## config.mk

```make
export PLATFORM = sky130hd
export DESIGN_NAME = wma_filter_pipe_flat
export DESIGN_NICKNAME = d
export VERILOG_FILES = /design/src/rtl/wma_pkg.sv /design/src/rtl/wma_filter_pipe_if.sv /design/src/rtl/wma_tap_line.sv /design/src/rtl/wma_filter_pipe.sv /design/src/flat_wrapper.sv
export SDC_FILE = /design/constraint.sdc
export NUM_CORES = 1
export LEC_CHECK = 0
export CAP_MARGIN = 20
export CORE_MARGIN = 2
export CORE_UTILIZATION = 55
export CTS_CLUSTER_DIAMETER = 40
export DETAILED_ROUTE_END_ITERATION = 10
export PLACE_DENSITY = 0.75
export REMOVE_ABC_BUFFERS = 1
export SYNTH_ARGS = -nofsm -noshare
export SYNTH_HDL_FRONTEND = slang
export SYNTH_SLANG_ARGS = --single-unit
```

## constraint.sdc

```tcl
create_clock -name CLK -period 4.3 [get_ports CLK]
set_input_delay 1.29 -clock CLK [delete_from_list [all_inputs] [get_ports CLK]]
set_output_delay 1.29 -clock CLK [all_outputs]
set_load 0.02 [all_outputs]
```

## src/rtl/wma_pkg.sv

```systemverilog
// Shared limits and width helpers for the weighted moving average filter.
package wma_pkg;

  localparam int WMA_MAX_TAPS   = 16;
  localparam int WMA_MAX_DATA_W = 16;
  // Pair sums and the final sum each need one guard bit over the sample width.
  localparam int WMA_SUM_GROW   = 1;
  localparam int WMA_SUM_W_MAX  = WMA_MAX_DATA_W + WMA_SUM_GROW;

  function automatic int clog2(input int v);
    int r;
    r = 0;
    while ((1 << r) < v) r++;
    return r;
  endfunction

  function automatic int wma_sum_w(input int data_w);
    return data_w + WMA_SUM_GROW;
  endfunction

endpackage

```

## src/rtl/wma_filter_pipe_if.sv

```systemverilog
// Sample-in / result-out valid-ready bundle for wma_filter_pipe.
interface wma_filter_pipe_if #(
  parameter int DATA_W = 8
);
  logic [DATA_W-1:0] Xn;
  logic              in_valid;
  logic              in_ready;
  logic [DATA_W-1:0] Yn;
  logic              out_valid;
  logic              out_ready;
  logic              out_full;
  logic              out_ovf;

  modport slave (
    input  Xn, in_valid, out_ready,
    output in_ready, Yn, out_valid, out_full, out_ovf
  );

  modport master (
    output Xn, in_valid, out_ready,
    input  in_ready, Yn, out_valid, out_full, out_ovf
  );
endinterface

```

## src/rtl/wma_tap_line.sv

```systemverilog
// Sample delay line with saturating fill counter; CLR wins over a same-cycle accept.
module wma_tap_line
  import wma_pkg::*;
#(
  parameter int DATA_W = 8,
  parameter int TAPS   = 4,
  localparam int CNT_W = clog2(TAPS + 1)
) (
  input  logic                         CLK,
  input  logic                         RST,
  input  logic                         CLR,
  input  logic                         accept,
  input  logic [DATA_W-1:0]            xn,
  output logic [TAPS-1:0][DATA_W-1:0]  tap_q,
  output logic                         full_next
);

  logic [TAPS-1:0][DATA_W-1:0] tap_d;
  logic [CNT_W-1:0]            fill_d, fill_q, fill_acc;

  always_comb begin
    fill_acc = fill_q;
    if (accept && (fill_q != CNT_W'(TAPS))) fill_acc = fill_q + 1'b1;
  end

  // Window is full once the count, including this cycle's sample, reaches TAPS.
  assign full_next = (fill_acc == CNT_W'(TAPS));

  always_comb begin
    tap_d  = tap_q;
    fill_d = fill_acc;
    if (CLR) begin
      tap_d  = '0;
      fill_d = '0;
    end else if (accept) begin
      tap_d = {tap_q[TAPS-2:0], xn};
    end
  end

  always_ff @(posedge CLK or negedge RST) begin
    if (!RST) begin
      tap_q  <= '0;
      fill_q <= '0;
    end else begin
      tap_q  <= tap_d;
      fill_q <= fill_d;
    end
  end

endmodule

```

## src/rtl/wma_filter_pipe.sv

```systemverilog
// Pipelined weighted moving average Yn = sum(x[n-k] >> k); tap line, pair adders, final sum.
// Optional saturating output when WMA_SAT_EN is defined; otherwise Yn wraps.
module wma_filter_pipe
  import wma_pkg::*;
#(
  parameter int DATA_W = 8,
  parameter int TAPS   = 4
) (
  input  logic           CLK,
  input  logic           RST,
  input  logic           CLR,
  wma_filter_pipe_if.slave s
);

  localparam int PAIRS  = TAPS / 2;
  localparam int SUM_W  = wma_sum_w(DATA_W);
  localparam int STAGES = 2;

  logic                          adv, accept, full_next;
  logic [TAPS-1:0][DATA_W-1:0]   tap, term;
  logic [PAIRS-1:0][SUM_W-1:0]   pair_new, pair_d, pair_q;
  logic [SUM_W-1:0]              sum_new, sum_d, sum_q;
  // [0] taps hold a fresh sample, [1] pair stage, [STAGES] output register
  logic [STAGES:0]               vld_pipe_d, vld_pipe_q;
  logic [STAGES:0]               full_pipe_d, full_pipe_q;

  assign adv        = !vld_pipe_q[STAGES] || s.out_ready;
  assign accept     = s.in_valid && adv;
  assign s.in_ready = adv;

  wma_tap_line #(
    .DATA_W (DATA_W),
    .TAPS   (TAPS)
  ) u_tap_line (
    .CLK       (CLK),
    .RST       (RST),
    .CLR       (CLR),
    .accept    (accept),
    .xn        (s.Xn),
    .tap_q     (tap),
    .full_next (full_next)
  );

  // Per-term truncation; taps past the sample width contribute nothing.
  always_comb begin
    for (int k = 0; k < TAPS; k++)
      term[k] = (k < DATA_W) ? (tap[k] >> k) : '0;
  end

  always_comb begin
    for (int j = 0; j < PAIRS; j++)
      pair_new[j] = SUM_W'(term[2*j]) + SUM_W'(term[2*j+1]);
  end

  // Exact sum is bounded below 2^(DATA_W+1), so SUM_W never truncates.
  always_comb begin
    sum_new = '0;
    for (int j = 0; j < PAIRS; j++)
      sum_new = sum_new + pair_q[j];
  end

  always_comb begin
    vld_pipe_d  = vld_pipe_q;
    full_pipe_d = full_pipe_q;
    pair_d      = pair_q;
    sum_d       = sum_q;
    if (CLR) begin
      vld_pipe_d  = '0;
      full_pipe_d = '0;
      pair_d      = '0;
      sum_d       = '0;
    end else if (adv) begin
      vld_pipe_d  = {vld_pipe_q[STAGES-1:0], accept};
      full_pipe_d = {full_pipe_q[STAGES-1:0], full_next};
      pair_d      = pair_new;
      sum_d       = sum_new;
    end
  end

  always_ff @(posedge CLK or negedge RST) begin
    if (!RST) begin
      vld_pipe_q  <= '0;
      full_pipe_q <= '0;
      pair_q      <= '0;
      sum_q       <= '0;
    end else begin
      vld_pipe_q  <= vld_pipe_d;
      full_pipe_q <= full_pipe_d;
      pair_q      <= pair_d;
      sum_q       <= sum_d;
    end
  end

  assign s.out_valid = vld_pipe_q[STAGES];
  assign s.out_full  = full_pipe_q[STAGES];
  assign s.out_ovf   = sum_q[DATA_W];

`ifdef WMA_SAT_EN
  assign s.Yn = sum_q[DATA_W] ? '1 : sum_q[DATA_W-1:0];
`else
  assign s.Yn = sum_q[DATA_W-1:0];
`endif

endmodule

```

## src/flat_wrapper.sv

```systemverilog
// flat-port wrapper written by rule: the top's interface ports become plain ports
module wma_filter_pipe_flat import wma_pkg::*;
#(
  parameter int DATA_W = 8,
  parameter int TAPS   = 4
)
  (CLK, RST, CLR, s_Xn, s_in_valid, s_out_ready, s_in_ready, s_Yn, s_out_valid, s_out_full, s_out_ovf);
  wma_filter_pipe_if #(.DATA_W(DATA_W)) s_i ();
  input  logic CLK;
  input  logic RST;
  input  logic CLR;
  input wire logic [$bits(s_i.Xn)-1:0] s_Xn;
  input wire logic [$bits(s_i.in_valid)-1:0] s_in_valid;
  input wire logic [$bits(s_i.out_ready)-1:0] s_out_ready;
  output wire logic [$bits(s_i.in_ready)-1:0] s_in_ready;
  output wire logic [$bits(s_i.Yn)-1:0] s_Yn;
  output wire logic [$bits(s_i.out_valid)-1:0] s_out_valid;
  output wire logic [$bits(s_i.out_full)-1:0] s_out_full;
  output wire logic [$bits(s_i.out_ovf)-1:0] s_out_ovf;
  assign s_i.Xn = s_Xn;
  assign s_i.in_valid = s_in_valid;
  assign s_i.out_ready = s_out_ready;
  assign s_in_ready = s_i.in_ready;
  assign s_Yn = s_i.Yn;
  assign s_out_valid = s_i.out_valid;
  assign s_out_full = s_i.out_full;
  assign s_out_ovf = s_i.out_ovf;
  wma_filter_pipe #(.DATA_W(DATA_W), .TAPS(TAPS)) u_core (.CLK(CLK), .RST(RST), .CLR(CLR), .s(s_i));
endmodule
```

==> results of run 1 <==
==> cells in the mapped netlist <==
master,count
nand2_1,90
dfrtp_1,60
a21oi_1,51
nor2_1,25
ha_1,21
clkbuf_1,18
inv_1,13
nand3_1,10
a211oi_1,9
o21ai_0,9
nor3_1,8
nor4b_1,5
a21o_1,4
a31oi_1,4
mux2i_1,4
nor2b_1,4
o211ai_1,4
fa_1,3
o21a_1,3
xnor2_1,3
buf_6,2
or3_1,2
or4_1,2
xor2_1,2
a21boi_0,1
a221oi_1,1
and2_4,1
and4b_1,1
inv_6,1
nand4_1,1
nand4b_1,1
nor2b_4,1
o21ba_2,1
o22ai_1,1
o31a_1,1
o31ai_1,1
o41ai_1,1
or2_2,1
==> stage by stage <==
step / cells / cell area (sq um) / util [%] / hold WS (ns)
after floorplan: 350 / 3170 / - / 0.448
after global placement: 453 / 3520 / 60.6 / 0.476
after detailed placement: 453 / 3520 / 60.6 / 0.484
after CTS: 468 / 3690 / 63.5 / 0.511
after global routing: 468 / 3690 / 63.5 / 0.535
final: 468 / 3690 / 63.5 / 0.504
==> layout by cell type (no fill, tap or decap), drive strengths merged, types with 2 or more instances in the layout <==
cell / count
o21ai: 9
o211ai: 4
mux2i: 4
or4: 2
buf: 6
or3: 2
xnor2: 3
xor2: 2
nor4b: 5
o21a: 3
a211oi: 9
nor3: 8
nor2b: 5
nor2: 25
a31oi: 4
dfrtp: 60
clkinv: 2
clkdlybuf4s50: 22
clkbuf: 13
nand2: 90
ha: 21
fa: 3
inv: 14
nand3: 10
a21o: 4
a21oi: 51
==> worst paths after layout <==
path / endpoint / slack [ns] / from
setup / recovery: s_in_ready / 0.52 / s_out_ready
hold / removal: u_core.vld_pipe_q[2]$_DFFE_PN0P_ / 0.50 / u_core.vld_pipe_q[1]$_DFFE_PN0P_
setup reg to reg: u_core.pair_q[8]$_DFFE_PN0P_ / 2.27 / u_core.u_tap_line.tap_q[0]$_DFFE_PN0P_
hold reg to reg: u_core.vld_pipe_q[2]$_DFFE_PN0P_ / 0.50 / u_core.vld_pipe_q[1]$_DFFE_PN0P_
max in group asynchronous: u_core.pair_q[2]$_DFFE_PN0P_ / 2.44 / RST
min in group asynchronous: u_core.u_tap_line.tap_q[7]$_DFFE_PN0P_ / 1.00 / RST
==> routing by layer <==
metal | part of all wire [%] | track usage (%)
met1 | 47 | 29.5
met2 | 49 | 36.0
met3 | 2.4 | 3.67
met4 | 2.2 | 11.2
met5 | 0 | 0
==> flip-flops by register name (all words and copies together), names as in the netlist <==
register / cells
u_core.u_tap_line.tap_q: 26
u_core.pair_q: 16
u_core.sum_q: 9
u_core.full_pipe_q: 3
u_core.u_tap_line.fill_q: 3
u_core.vld_pipe_q: 3
==> cell type report <==
type                            count  area, sq um  share of cell area (%)
Multi-Input combinational cell    276         1610                    43.6
Sequential cell                    60         1500                    40.7
Timing Repair Buffer               28          260                    7.05
Clock buffer                       13          159                    4.30
Tap cell                           75         93.8                    2.54
Inverter                           14         57.6                    1.56
Clock inverter                      2         10.0                   0.271
==> power breakdown <==
part           switching (mW)  total (mW)  internal [mW]
combinational          0.0779       0.126         0.0484
clock                   0.205       0.441          0.236
sequential             0.0145       0.598          0.584
total                   0.298        1.17          0.868
==> worst max-delay path: cells and delay by family <==
kind | cells | cell delay [ns]
and+or+nand+nor | 1 | 0.06
buffers and inverters | 3 | 1.13
==> logic make-up (layout without fill, tap and decap cells) <==
| family | Yosys count | after routing | share of synthesized area, % |
|---|---|---|---|
| buffers and inverters | 34 | 57 | 4.53 |
| adder cells (fa/ha/maj) | 24 | 24 | 9.90 |
| AND/OR/NAND/NOR | 152 | 152 | 20.6 |
| flip-flops | 60 | 60 | 46.0 |
| AO/OA/AOI/OAI | 91 | 91 | 16.3 |
| multiplexers | 4 | 4 | 1.23 |
| XOR/XNOR | 5 | 5 | 1.34 |
==> impl_metrics.ini, run 1 <==
[worst_setup_path]
worstPathMaxFanout = 2
endpoint_kind = output pin
crit_top_cell = clkdlybuf4s50_1
arrival_ns = 2.49
criticalPathCategory = input pin to output pin
reg2reg_depth = 8
start_kind = input pin
worstPathCellList = clkdlybuf4s50_1 > nor2b_4 > inv_6 > clkdlybuf4s50_1
slowest_delay_ns = 0.59
cp.required_ns = 3.01
cp_slowest_cell = clkdlybuf4s50_1

[placement]
portBuffers = 24
dp_worst_setup_slack_ns = 0.520
gp_congestion = 0.789
hpwl_microns = 4290

[layout]
nets = 426
area_delta_synth_final_pct = 13.3
n_antenna_cell = 0
drive_above_1_share_pct = 6.11
fillers = 528

[drt]
wl_per_cell_microns = 14.0
drt_iter0_drc = 156
vias_per_cell = 5.59
vias = 2616
ant_nets = 0
drc = 0
drt-total-wl_microns = 6580
drtPass1Iterations = 4

[die]
die_w_microns = 81.0
die_y_microns = 81.0
design.portCount = 25
core_sq_um = 5820
fp-row-count = 28
die_area_sq_um = 6560
start_util_pct = 56.1

[global_route]
grt_max_degree = 44
antenna_found_initial = 0
grt_overflow = 0
grt_pass1_wl_microns = 11200
grt_usage_pct = 22.4
grt_pass1_vias = 2451

[clock_network]
postCtsSetupBuffers = 0
cts_tree = built
postCtsHoldBufs = 0
worst_skew_pair.late_latency_ns = 0.34
h-tree-depth = 3
cts.sinks = 60
numCtsBuffers = 9
cts_buffer_depth = 2
ctsResizeCount = 0
clk_pin_slew_ns = 0.06
root_buffer = clkbuf_8

[pwr]
power_leakage_nw = 1.69
powerDensity_nw_per_um2 = 316
power_mw = 1.17
ir_worst_vdd_uv = 186

[sta]
finalSetupViolations = 0
fin_crit_ns = 3.78
hold_viol = 0
rsz0062_at_grt = false
final_max_slew_viol_count = 0
setup_slack_ns = 0.522
maxSlewHeadroom_pct = 38.0
skew_ns = 0.00462
fmax_mhz = 265
finalCritPeriodShare_pct = 87.9
tightest_slew_ns = 0.928
fin_tns_setup_ns = 0

[synthesis]
netlist_area_sq_um = 3260
yosys_warnings = 0
yosysSeqAreaShare_pct = 46.0
avgSynthCellArea_sq_um = 8.81
synthTopCellsByArea = dfrtp_1 (46%), nand2_1 (10%), ha_1 (8.1%)
synth_top_area_cell = dfrtp_1
syn_inst = 370
synth.top_cell.area_share_pct = 46.0
ys_seq_elements = 60
yosysUniqueCellTypes = 38

[job]
drv_cap = 0

[outcome]
outcome = finished, final reports clean

[hold_path]
min_path_type = register to register
min_path_cells = 2
Power figures use the tool's default switching activity.
==> run 2, diff against run 1 <==
Settings changed: SLEW_MARGIN set to 20.
==> results of run 2 <==
No change in the layout: final DEF, timing and power equal those of run 1.
==> run 3, diff against run 2 <==
Settings changed: CELL_PAD_IN_SITES_DETAIL_PLACEMENT set to 0, CELL_PAD_IN_SITES_GLOBAL_PLACEMENT set to 2, CORE_UTILIZATION 55 to 39, PLACE_DENSITY 0.75 to 0.84.
==> impl_metrics.ini, run 3 (synthesized netlist as in run 1, its figures left out) <==
[outcome]
outcome = finished, final reports clean

[clock_network]
worst_skew_pair.late_latency_ns = 0.34
h-tree-depth = 3
cts_tree = built
numCtsBuffers = 9
postCtsHoldBufs = 0
postCtsSetupBuffers = 0
cts.sinks = 60
clk_pin_slew_ns = 0.07
root_buffer = clkbuf_8
ctsResizeCount = 0
cts_buffer_depth = 2

[placement]
hpwl_microns = 4750
dp_worst_setup_slack_ns = 0.513
gp_congestion = 0.790
portBuffers = 24

[sta]
final_max_slew_viol_count = 0
setup_slack_ns = 0.527
finalSetupViolations = 0
fin_crit_ns = 3.77
skew_ns = 0.00759
tightest_slew_ns = 0.707
fmax_mhz = 265
hold_viol = 0
rsz0062_at_grt = false
maxSlewHeadroom_pct = 52.9
finalCritPeriodShare_pct = 87.7
fin_tns_setup_ns = 0

[layout]
top_register = u_core.u_tap_line.tap_q
nets = 428
regArea_sq_um = 1500
top_regs = u_core.u_tap_line.tap_q (26), u_core.pair_q (16), u_core.sum_q (9)
fin_util_pct = 45.9
largest_reg_flops = 26
final_cell_mix = nand2_1 (90), dfrtp_1 (60), a21oi_1 (51)
fillers = 824
multi_input_area_sq_um = 1610
n_antenna_cell = 0
drive_above_1_share_pct = 6.85
area_delta_synth_final_pct = 15.1
final_common_cell = nand2_1

[die]
die_area_sq_um = 9110
design.portCount = 25
core_sq_um = 8180
start_util_pct = 39.9
fp-row-count = 33
die_y_microns = 95.4
die_w_microns = 95.4

[pwr]
power_mw = 1.19
powerDensity_nw_per_um2 = 317
ir_worst_vdd_uv = 121
power_leakage_nw = 1.70

[drt]
ant_nets = 0
drtPass1Iterations = 4
vias_per_cell = 5.18
drc = 0
wl_per_cell_microns = 14.3
vias = 2585
drt-total-wl_microns = 7120
drt_iter0_drc = 67

[worst_setup_path]
arrival_ns = 2.48
start_kind = input pin
cp.required_ns = 3.01
criticalPathCategory = input pin to output pin
worstPathMaxFanout = 2
endpoint_kind = output pin

[hold_path]
min_path_type = register to register

[global_route]
grt_overflow = 0
grt_pass1_wl_microns = 12100
grt_usage_pct = 17.4
antenna_found_initial = 0
grt_max_degree = 44
grt_pass1_vias = 2552

[job]
drv_cap = 0
run 3: cell types whose count changed in the layout (fill, tap and decap cells not counted), sizes merged:
cell	previous run	this run
buf	6	8
clkbuf	13	12
run 3: layout make-up:
class	instances	area share, %
Sequential cell	60	40.0
Clock buffer	12	4.40
Clock inverter	2	0.267
Inverter	14	1.53
Multi-Input combinational cell	276	42.9
Tap cell	105	3.50
Timing Repair Buffer	30	7.34
run 3: worst paths after layout:
path / startpoint / cells past startpoint / slack, ns / to
worst max-delay path: s_out_ready / 4 / 0.53 / s_in_ready
worst min-delay path: u_core.vld_pipe_q[1]$_DFFE_PN0P_ / 2 / 0.51 / u_core.vld_pipe_q[2]$_DFFE_PN0P_
worst max register to register: u_core.vld_pipe_q[2]$_DFFE_PN0P_ / 7 / 2.24 / u_core.full_pipe_q[0]$_DFFE_PN0P_
worst min register to register: u_core.vld_pipe_q[1]$_DFFE_PN0P_ / 2 / 0.51 / u_core.vld_pipe_q[2]$_DFFE_PN0P_
max in group asynchronous: RST / 2 / 2.60 / u_core.sum_q[3]$_DFFE_PN0P_
min in group asynchronous: RST / 1 / 1.01 / u_core.pair_q[11]$_DFFE_PN0P_
run 3: per-stage QoR:
step | cells | cell area (sq um) | hold WS (ns)
6_report | 499 | 3750 | 0.507
5_1_grt | 499 | 3750 | 0.544
4_1_cts | 499 | 3750 | 0.504
3_5_place_dp | 485 | 3580 | 0.489
3_3_place_gp | 485 | 3580 | 0.475
2_1_floorplan | 350 | 3170 | 0.448
run 3: per-layer routing:
| layer | GRT usage [%] | routed length, microns | vias up |
|---|---|---|---|
| met5 | 0 | 0 | - |
| met4 | 6.43 | 86 | 0 |
| met3 | 3.32 | 141 | 9 |
| met2 | 28.9 | 3350 | 26 |
| met1 | 22.6 | 3540 | 1241 |
| li1 | - | - | 1309 |
run 3: where the power goes:
| group | leakage [nW] | internal (mW) | total (mW) | switching, mW |
|---|---|---|---|---|
| clock network | 0.0941 | 0.248 | 0.462 | 0.214 |
| logic | 0.785 | 0.0499 | 0.129 | 0.0791 |
| registers | 0.823 | 0.583 | 0.598 | 0.0147 |
run 3: worst max-delay path: stages:
cell and delay, ns:
clkdlybuf4s50_1 0.50, nor2b_4 0.06, inv_6 0.04, clkdlybuf4s50_1 0.59
==> variant, RTL diff (flow settings as in run 2) <==
Add a define of `WMA_SAT_EN`.
--- a/src/rtl/wma_filter_pipe.sv
+++ b/src/rtl/wma_filter_pipe.sv
@@ -2,2 +2,4 @@
 // Optional saturating output when WMA_SAT_EN is defined; otherwise Yn wraps.
+`define WMA_SAT_EN
+
 module wma_filter_pipe
Formal check against the unedited RTL: not equivalent (Yosys sat finds a counterexample within 10 cycles, from zero or initial values and one cycle with RST low).
==> variant against run 2 <==
  * Wire length increased by 0.14%
  * Sequential share of layout area decreased by 0.98 points
  * Power up 7.5%
  * Sequential cell count unchanged
  * Register-to-register slack improved by 0.02 ns
  * Synthesized area is 1.5% higher
  * Design area up 2.5%
  * Setup slack worse by 0.0049 ns
  * Critical endpoint unchanged
  * Largest cell class unchanged
==> variant: results (changes against run 2) <==
metric	value	unit	change
Synth top cells by count	nand2_1, dfrtp_1, a21oi_1		
GRT Overall Usage	0.2207		-0.003792
cell leakage power	1.754	nW	+3.9%
clock buffer count from CTS	9		unchanged
DR vias/cell	5.515		-1.3%
dpl ws	0.5123	ns	-0.007992 ns
Max-Slew Margin vs Limit	0.4148		+0.03468
DR WL/cell	13.77	um	-2.0%
Initial DRC Count	136		-13%
clk buf depth	2		unchanged
synth unique cells	39		+2.6%
Hold Crit Class	reg2reg		
crit path DAT	2.49	ns	about the same
ys async rst share	1.000		unchanged
dominant synthesized flop cell	dfrtp_1		
highest routing layer actually used	met4		
Top Family by Delay on Critical Path	buffers and inverters		
Setup Fix Bufs, Post-CTS	0		unchanged
Clock transition at path regs	0.07	ns	
first-pass GRT wire length	11190	um	-0.25%
TNS Setup	0	ns	unchanged
top flop regs	u_core.u_tap_line.tap_q x26, u_core.pair_q x16, u_core.sum_q x9		
vias in the first global route	2481		+1.2%
peak supply drop	0.1932	mV	+3.9%
PostCTS Resize Cnt	0		unchanged
Clock Root Buffer	clkbuf_8		
initial antenna violation count	0		unchanged
net count reported at finish	435		+2.1%
met2 wire len	3276	um	+2.6%
worst-case reg-to-reg path depth	7		-1
WL met3	229	um	+47%
DP Wirelength	4407	um	+2.6%
metal1 wirelength	2968	um	-3.6%
Setup Skew	0.007814	ns	+0.003195 ns
CP peak stage delay	0.59	ns	about the same
later-pin clock latency in the skew report	0.34	ns	about the same
IO buf count	24		unchanged
Yosys warning count	0		unchanged
CTS HTree Levels	3		unchanged
fill cell count	519		-1.7%
Hold Path Cell Cnt	2		unchanged
diode count	0		unchanged
DRT Pass-1 Iters	4		unchanged
GPL Wtd Cong	0.8787		+11%
share of cells above drive strength 1	0.08685		+0.02578
Synth area leaders	dfrtp_1, nand2_1, ha_1		
sequential area share after synthesis	0.4535		-0.006961
slowest CP cell	clkdlybuf4s50_1		
largest net degree at the start of global routing	44		unchanged
outcome	finished, final reports clean		
critical path peak fanout	2		unchanged
## variant: cell families after synthesis
| family | share of synthesized area |
|---|---|
| AND/OR/NAND/NOR | 0.2181 |
| AO/OA/AOI/OAI | 0.1610 |
| flip-flops | 0.4535 |
| buffers and inverters | 0.04460 |
| adder cells (fa/ha/maj) | 0.09751 |
| XOR/XNOR | 0.01323 |
| multiplexers | 0.01209 |
## variant: stage by stage
step,area (um^2),instances
2_1_floorplan,3221,358
3_3_place_gp,3582,462
3_5_place_dp,3582,462
4_1_cts,3785,478
5_1_grt,3785,478
6_report,3785,478
## variant: per-layer routing
layer | GRT usage | vias up
li1 | - | 1337
met1 | 0.2782 | 1244
met2 | 0.3721 | 46
met3 | 0.03846 | 9
met4 | 0.1000 | 0
met5 | 0 | -
## variant: where the power goes
part | internal (W) | leakage, nW | switching, W
registers | 0.000583 | 0.823 | 0.0000145
logic | 0.0000530 | 0.828 | 0.0000791
clock network | 0.000297 | 0.102 | 0.000226
total | 0.000934 | 1.75 | 0.000319
## variant: final timing paths
path / startpoint / endpoint / slack (ns)
max in group asynchronous: RST / u_core.u_tap_line.tap_q[21] / 2.42
min in group asynchronous: RST / u_core.full_pipe_q[2] / 1.04
hold reg to reg: u_core.full_pipe_q[0] / u_core.full_pipe_q[0] / 0.49
setup / recovery: s_out_ready / s_in_ready / 0.52
hold / removal: u_core.full_pipe_q[0] / u_core.full_pipe_q[0] / 0.49
setup reg to reg: u_core.vld_pipe_q[2] / u_core.full_pipe_q[0] / 2.29
## variant: final cells by class
cell class	count	area share
inverter	14	0.01521
timing repair buffer	29	0.07074
multi-input combinational	284	0.4390
clock inverter	4	0.01256
clock buffer	12	0.04099
tap	75	0.02479
sequential	60	0.3967
## variant: worst reg2reg max path: stages, from the launching register on
cell     delay (ns)
dfrtp_1        0.38
nor2b_4        0.14
inv_6          0.04
buf_4          0.25
and2_4         0.40
a21oi_1        0.11
or3_1          0.36
o31ai_1        0.24
